==> src/rtl/fetch_queue.sv <==
// Instruction fetch unit: one-outstanding imem request engine feeding a DEPTH-entry
// decoupling queue of {instr, pc}; a taken branch redirects, flushes and drops in-flight data.
module fetch_queue #(
   parameter int                ADDR_W   = 16,
   parameter int                INSTR_W  = 16,
   parameter int                DEPTH    = 4,
   parameter logic [ADDR_W-1:0] RESET_PC = '0
) (
   input  logic               clock,
   input  logic               reset,
   input  logic               enable_fetch,
   input  logic               br_taken,
   input  logic [ADDR_W-1:0]  taddr,
   output logic               imem_req,
   output logic [ADDR_W-1:0]  imem_addr,
   input  logic               imem_ack,
   input  logic [INSTR_W-1:0] imem_rdata,
   output logic               dec_valid,
   input  logic               dec_ready,
   output logic [INSTR_W-1:0] dec_instr,
   output logic [ADDR_W-1:0]  dec_pc,
   output logic [ADDR_W-1:0]  dec_npc,
   output logic [ADDR_W-1:0]  pc
);

   localparam int PW = $clog2(DEPTH);
   localparam int CW = PW + 1;

   typedef enum logic [1:0] {IDLE, REQ, DROP} state_t;

   state_t              state, state_n;
   logic [CW-1:0]       cnt, cnt_n;
   logic [PW-1:0]       rd_ptr, wr_ptr;
   logic [INSTR_W-1:0]  instr_mem [DEPTH];
   logic [ADDR_W-1:0]   pc_mem    [DEPTH];
   logic                ack, push, pop, pending, issue;
   logic                req_n;
   logic [ADDR_W-1:0]   addr_n, pc_n;

   assign dec_valid = (cnt != '0);
   assign dec_instr = instr_mem[rd_ptr];
   assign dec_pc    = pc_mem[rd_ptr];
   assign dec_npc   = dec_pc + ADDR_W'(1);

   always_comb begin
      ack  = imem_req && imem_ack;
      push = (state == REQ) && ack && !br_taken;
      pop  = dec_valid && dec_ready && !br_taken;
      if (br_taken)
         cnt_n = '0;
      else
         cnt_n = cnt + CW'(push) - CW'(pop);

      // A request still in flight next cycle blocks issue; this keeps a free slot for every ack.
      pending = (state != IDLE) && !ack;
      issue   = enable_fetch && !br_taken && (cnt_n < CW'(DEPTH)) && !pending;

      pc_n = pc;
      if (br_taken)
         pc_n = taddr;
      else if (push)
         pc_n = imem_addr + ADDR_W'(1);

      state_n = state;
      req_n   = imem_req;
      addr_n  = imem_addr;
      case (state)
         IDLE: begin
            if (issue) begin
               state_n = REQ;
               req_n   = 1'b1;
               addr_n  = pc_n;
            end
         end
         REQ, DROP: begin
            if (ack) begin
               if (issue) begin
                  state_n = REQ;
                  addr_n  = pc_n;
               end else begin
                  state_n = IDLE;
                  req_n   = 1'b0;
               end
            end else if (br_taken) begin
               state_n = DROP;
            end
         end
         default: begin
            state_n = IDLE;
            req_n   = 1'b0;
         end
      endcase
   end

   always_ff @(posedge clock or posedge reset) begin
      if (reset) begin
         state     <= IDLE;
         cnt       <= '0;
         rd_ptr    <= '0;
         wr_ptr    <= '0;
         pc        <= RESET_PC;
         imem_req  <= 1'b0;
         imem_addr <= RESET_PC;
      end else begin
         state     <= state_n;
         cnt       <= cnt_n;
         pc        <= pc_n;
         imem_req  <= req_n;
         imem_addr <= addr_n;
         if (br_taken) begin
            rd_ptr <= '0;
            wr_ptr <= '0;
         end else begin
            if (push)
               wr_ptr <= wr_ptr + PW'(1);
            if (pop)
               rd_ptr <= rd_ptr + PW'(1);
         end
      end
   end

   // Queue payload carries no reset; validity comes from cnt alone.
   always_ff @(posedge clock) begin
      if (push) begin
         instr_mem[wr_ptr] <= imem_rdata;
         pc_mem[wr_ptr]    <= imem_addr;
      end
   end

endmodule

==> config.mk <==
export PLATFORM = sky130hd
export DESIGN_NAME = fetch_queue
export DESIGN_NICKNAME = d
export VERILOG_FILES = /design/src/rtl/fetch_queue.sv
export SDC_FILE = /design/constraint.sdc
export NUM_CORES = 1
export LEC_CHECK = 0
export BUFFER_PORTS_ARGS = -buffer_cell sky130_fd_sc_hd__buf_2
export CAP_MARGIN = 5
export CORE_ASPECT_RATIO = 2
export CORE_UTILIZATION = 56
export DETAILED_ROUTE_END_ITERATION = 10
export PLACE_DENSITY = 0.76
export SLEW_MARGIN = 10
export SYNTH_ARGS = -nofsm -noshare
export SYNTH_HDL_FRONTEND = slang
export SYNTH_SLANG_ARGS = --single-unit
==> constraint.sdc <==
create_clock -name clock -period 4.7 [get_ports clock]
set_clock_uncertainty 0.15 [all_clocks]
set_input_delay 0.94 -clock clock [delete_from_list [all_inputs] [get_ports clock]]
set_output_delay 0.94 -clock clock [all_outputs]
set_load 0.01 [all_outputs]
==> qor.tcl <==
set qor(yosys.area.top_type) {sky130_fd_sc_hd__edfxtp_1}
set qor(wp_data_required_ps) 3610
set qor(clock_path_buffers) 2
set qor(worst_slew_pin_slew_ps) 870
set qor(outcome) {completed}
set qor(post_cts_hold_fix_bufs) 0
set qor(core_area_um2) 12600
set qor(crit_path_end_kind) {output pin}
set qor(groute.usage.overall) 0.230
set qor(layout.cells.non_filler) 750
set qor(grt_overflow) 0
set qor(ant_nets) 0
set qor(worst_ir_drop_on_vdd_mv) 0.372
set qor(data_arrival_time_at_the_worst_slack_endpoint_ps) 2890
set qor(route.detailed.vias_per_inst) 5.84
set qor(worst_r2r_endpoint) {imem_addr[10]}
set qor(post_cts_buffers) 0
set qor(worstHoldPathType) {reg -> reg}
set qor(areaGrowthSynthToFinish_pct) 18.0
set qor(full_die_area_um2) 13500
set qor(yosys.area.top_type_share) 0.526
set qor(route.final.wire_length_mm) 14.2
set qor(reported_max_cap_violation_count) 0
set qor(timing.final.max_slew_violations) 0
set qor(vias_in_the_first_global_route) 4419
set qor(fmax_mhz) 251
set qor(post_cts_resized) 0
set qor(via_count) 4379
set qor(clk_pin_slew_ps) 60
set qor(route.detailed.drc) 0
set qor(setup-tns-final_ps) 0
set qor(antenna_found_initial) 0
set qor(synth_flop_cell) {sky130_fd_sc_hd__edfxtp_1}
set qor(finalWorstPathRequiredPeriod_ps) 3980
set qor(final_util) 0.683
set qor(critPathLaunch) {rd_ptr[0]}
set qor(drive_gt1_frac) 0.338
set qor(dieHeight_um) 164
set qor(dr.first_iter.drc_count) 221
set qor(tritoncts) {built}
set qor(maximum_number_of_pins_on_one_net_before_global_route_repair) 43
set qor(power.leakage_nw) 3.37
set qor(cts.root.buffer_cell) {sky130_fd_sc_hd__clkbuf_16}
set qor(port-buffer-count) 119
set qor(worst-r2r-cell-count) 13
set qor(dr.pass1.iters) 4
set qor(post-place-ws_ps) 639
set qor(synth_enable_flop_cells) 128
set qor(timing.setup.critical_path_class) {reg -> out}
set qor(netlist_instances) 460
set qor(placedCellCount) 718
set qor(setup_ws_ps) 718
set qor(worstSkewPairLatency_ps) 420
set qor(dp.final_hpwl_mm) 9.68
set qor(antennaDiodeCount) 0
set qor(fillerInstances) 899
set qor(postSynth.asyncResetShare) 0.247
set qor(floorplan.initialDensity) 0.579
set qor(num-nets-final) 637
set qor(total_i_o_pin_count) 120
set qor(timing.max_slew.rel_slack) 0.420
set qor(setup_viol_count_final) 0
set qor(yosys-top-cells-area) {sky130_fd_sc_hd__edfxtp_1 (53%), sky130_fd_sc_hd__dfrtp_1 (14%), sky130_fd_sc_hd__mux4_2 (7.7%)}
set qor(cts-buffers-inserted) 17
set qor(core.rowCount) 58
set qor(timing.critical_path.to) {dec_npc[12]}
set qor(ys_types) 52
set qor(synth_most_common_cell) {sky130_fd_sc_hd__edfxtp_1}
set qor(clkSinkCount) 170
set qor(seq_area_frac_synth) 0.670
set qor(synth_seq_cells) 170
set qor(wire_length_of_the_first_global_routing_pass_mm) 21.9
set qor(die_w_um) 82.8
set qor(hold_viol_final) 0
set qor(crit_fanout) 24
set qor(worst_r2r_startpoint) {cnt[1]}
set qor(mappedNetlistNets) 510
set qor(htree_levels) 4
set qor(startpoint_type) {flop}
set qor(syn_area_um2) 7310
set qor(synth-warning-count) 0
set qor(syn_area_per_cell_um2) 15.9
set qor(synthTopCellsByCount) {sky130_fd_sc_hd__edfxtp_1 (128), sky130_fd_sc_hd__dfrtp_1 (42), sky130_fd_sc_hd__nand2_1 (42), sky130_fd_sc_hd__mux4_2 (25), sky130_fd_sc_hd__nor2_1 (25)}
set qor(rrSetupSlack_ps) 1070
set qor(min_period_over_period) 0.847
set qor(total_power_density_per_cell_area_nw_per_um2) 515
set qor(grt_setup_unrepaired) {false}
set qor(gpl.final_weighted_congestion) 0.836
set qor(whs_ps) 378
set qor(wl_per_cell_um) 19.0
## state kept, by name, indices dropped and copies added (netlist names)
signal,count
imem_req,1
rd_ptr,2
state,2
wr_ptr,2
instr_mem,64
pc_mem,64
cnt,3
imem_addr,16
pc,16
## worst min path at each step
stage	depth (start not counted)	slack, ps	startpoint	to
floorplan	1	330	state[1]	state[1]
global placement	1	340	state[1]	state[1]
detailed placement	1	360	state[1]	state[1]
CTS	1	380	state[1]	state[1]
global route	1	390	state[1]	state[1]
finish	1	380	state[1]	state[1]
## cells in the final DEF (no fill, tap or decap), types with 13 or more instances in the layout
master	n
sky130_fd_sc_hd__buf_2	119
sky130_fd_sc_hd__inv_1	13
sky130_fd_sc_hd__nor2_1	25
sky130_fd_sc_hd__nand2_1	42
sky130_fd_sc_hd__dfrtp_1	41
sky130_fd_sc_hd__mux4_2	25
sky130_fd_sc_hd__xnor2_1	19
sky130_fd_sc_hd__clkbuf_16	17
sky130_fd_sc_hd__edfxtp_1	128
sky130_fd_sc_hd__o21ai_0	18
## critical path, cell delays in order, from the launching register on
cell and delay (ps):
sky130_fd_sc_hd__dfrtp_2 870, sky130_fd_sc_hd__mux4_1 760, sky130_fd_sc_hd__and4_4 280, sky130_fd_sc_hd__and2_4 190
sky130_fd_sc_hd__nand3_2 70, sky130_fd_sc_hd__xnor2_1 120, sky130_fd_sc_hd__buf_2 160
## layer usage
layer	vias to the layer above	wire, µm	global-route usage
met5	-	0	0
met4	0	405	0.129
met3	30	633	0.0402
met2	145	8170	0.412
met1	2204	5030	0.246
li1	2000	-	-
## power breakdown
group	leakage (nW)	switching [mW]	internal [mW]
logic	1.41	0.529	0.509
registers	1.69	0.254	1.81
clock network	0.276	0.556	0.787
## cell families after synthesis
kind of cell	count (synthesis)	synth area share
AOI/OAI and AO/OA	56	0.0478
xor gates and xnor gates	32	0.0402
adders and majority gates	12	0.0216
buffers and inverters	32	0.0216
DFF	170	0.670
muxes	44	0.120
and+or+nand+nor	114	0.0788
## layout make-up
cell class | instances | area, µm² | area share
sequential | 170 | 4900 | 0.568
multi-input combinational | 258 | 2260 | 0.262
timing repair buffer | 127 | 656 | 0.0760
clock buffer | 19 | 433 | 0.0502
tap | 150 | 188 | 0.0218
clock inverter | 13 | 145 | 0.0168
inverter | 13 | 48.8 | 0.00566
## through the flow
stage / instance area, µm² / power [mW]
4_1_cts: 8630 / 4.47
2_1_floorplan: 7310 / 2.74
6_report: 8630 / 4.45
3_5_place_dp: 8050 / 3.14
5_1_grt: 8630 / 4.64
3_3_place_gp: 8050 / 3.10
No activity file was read; power rests on OpenSTA's default activity.
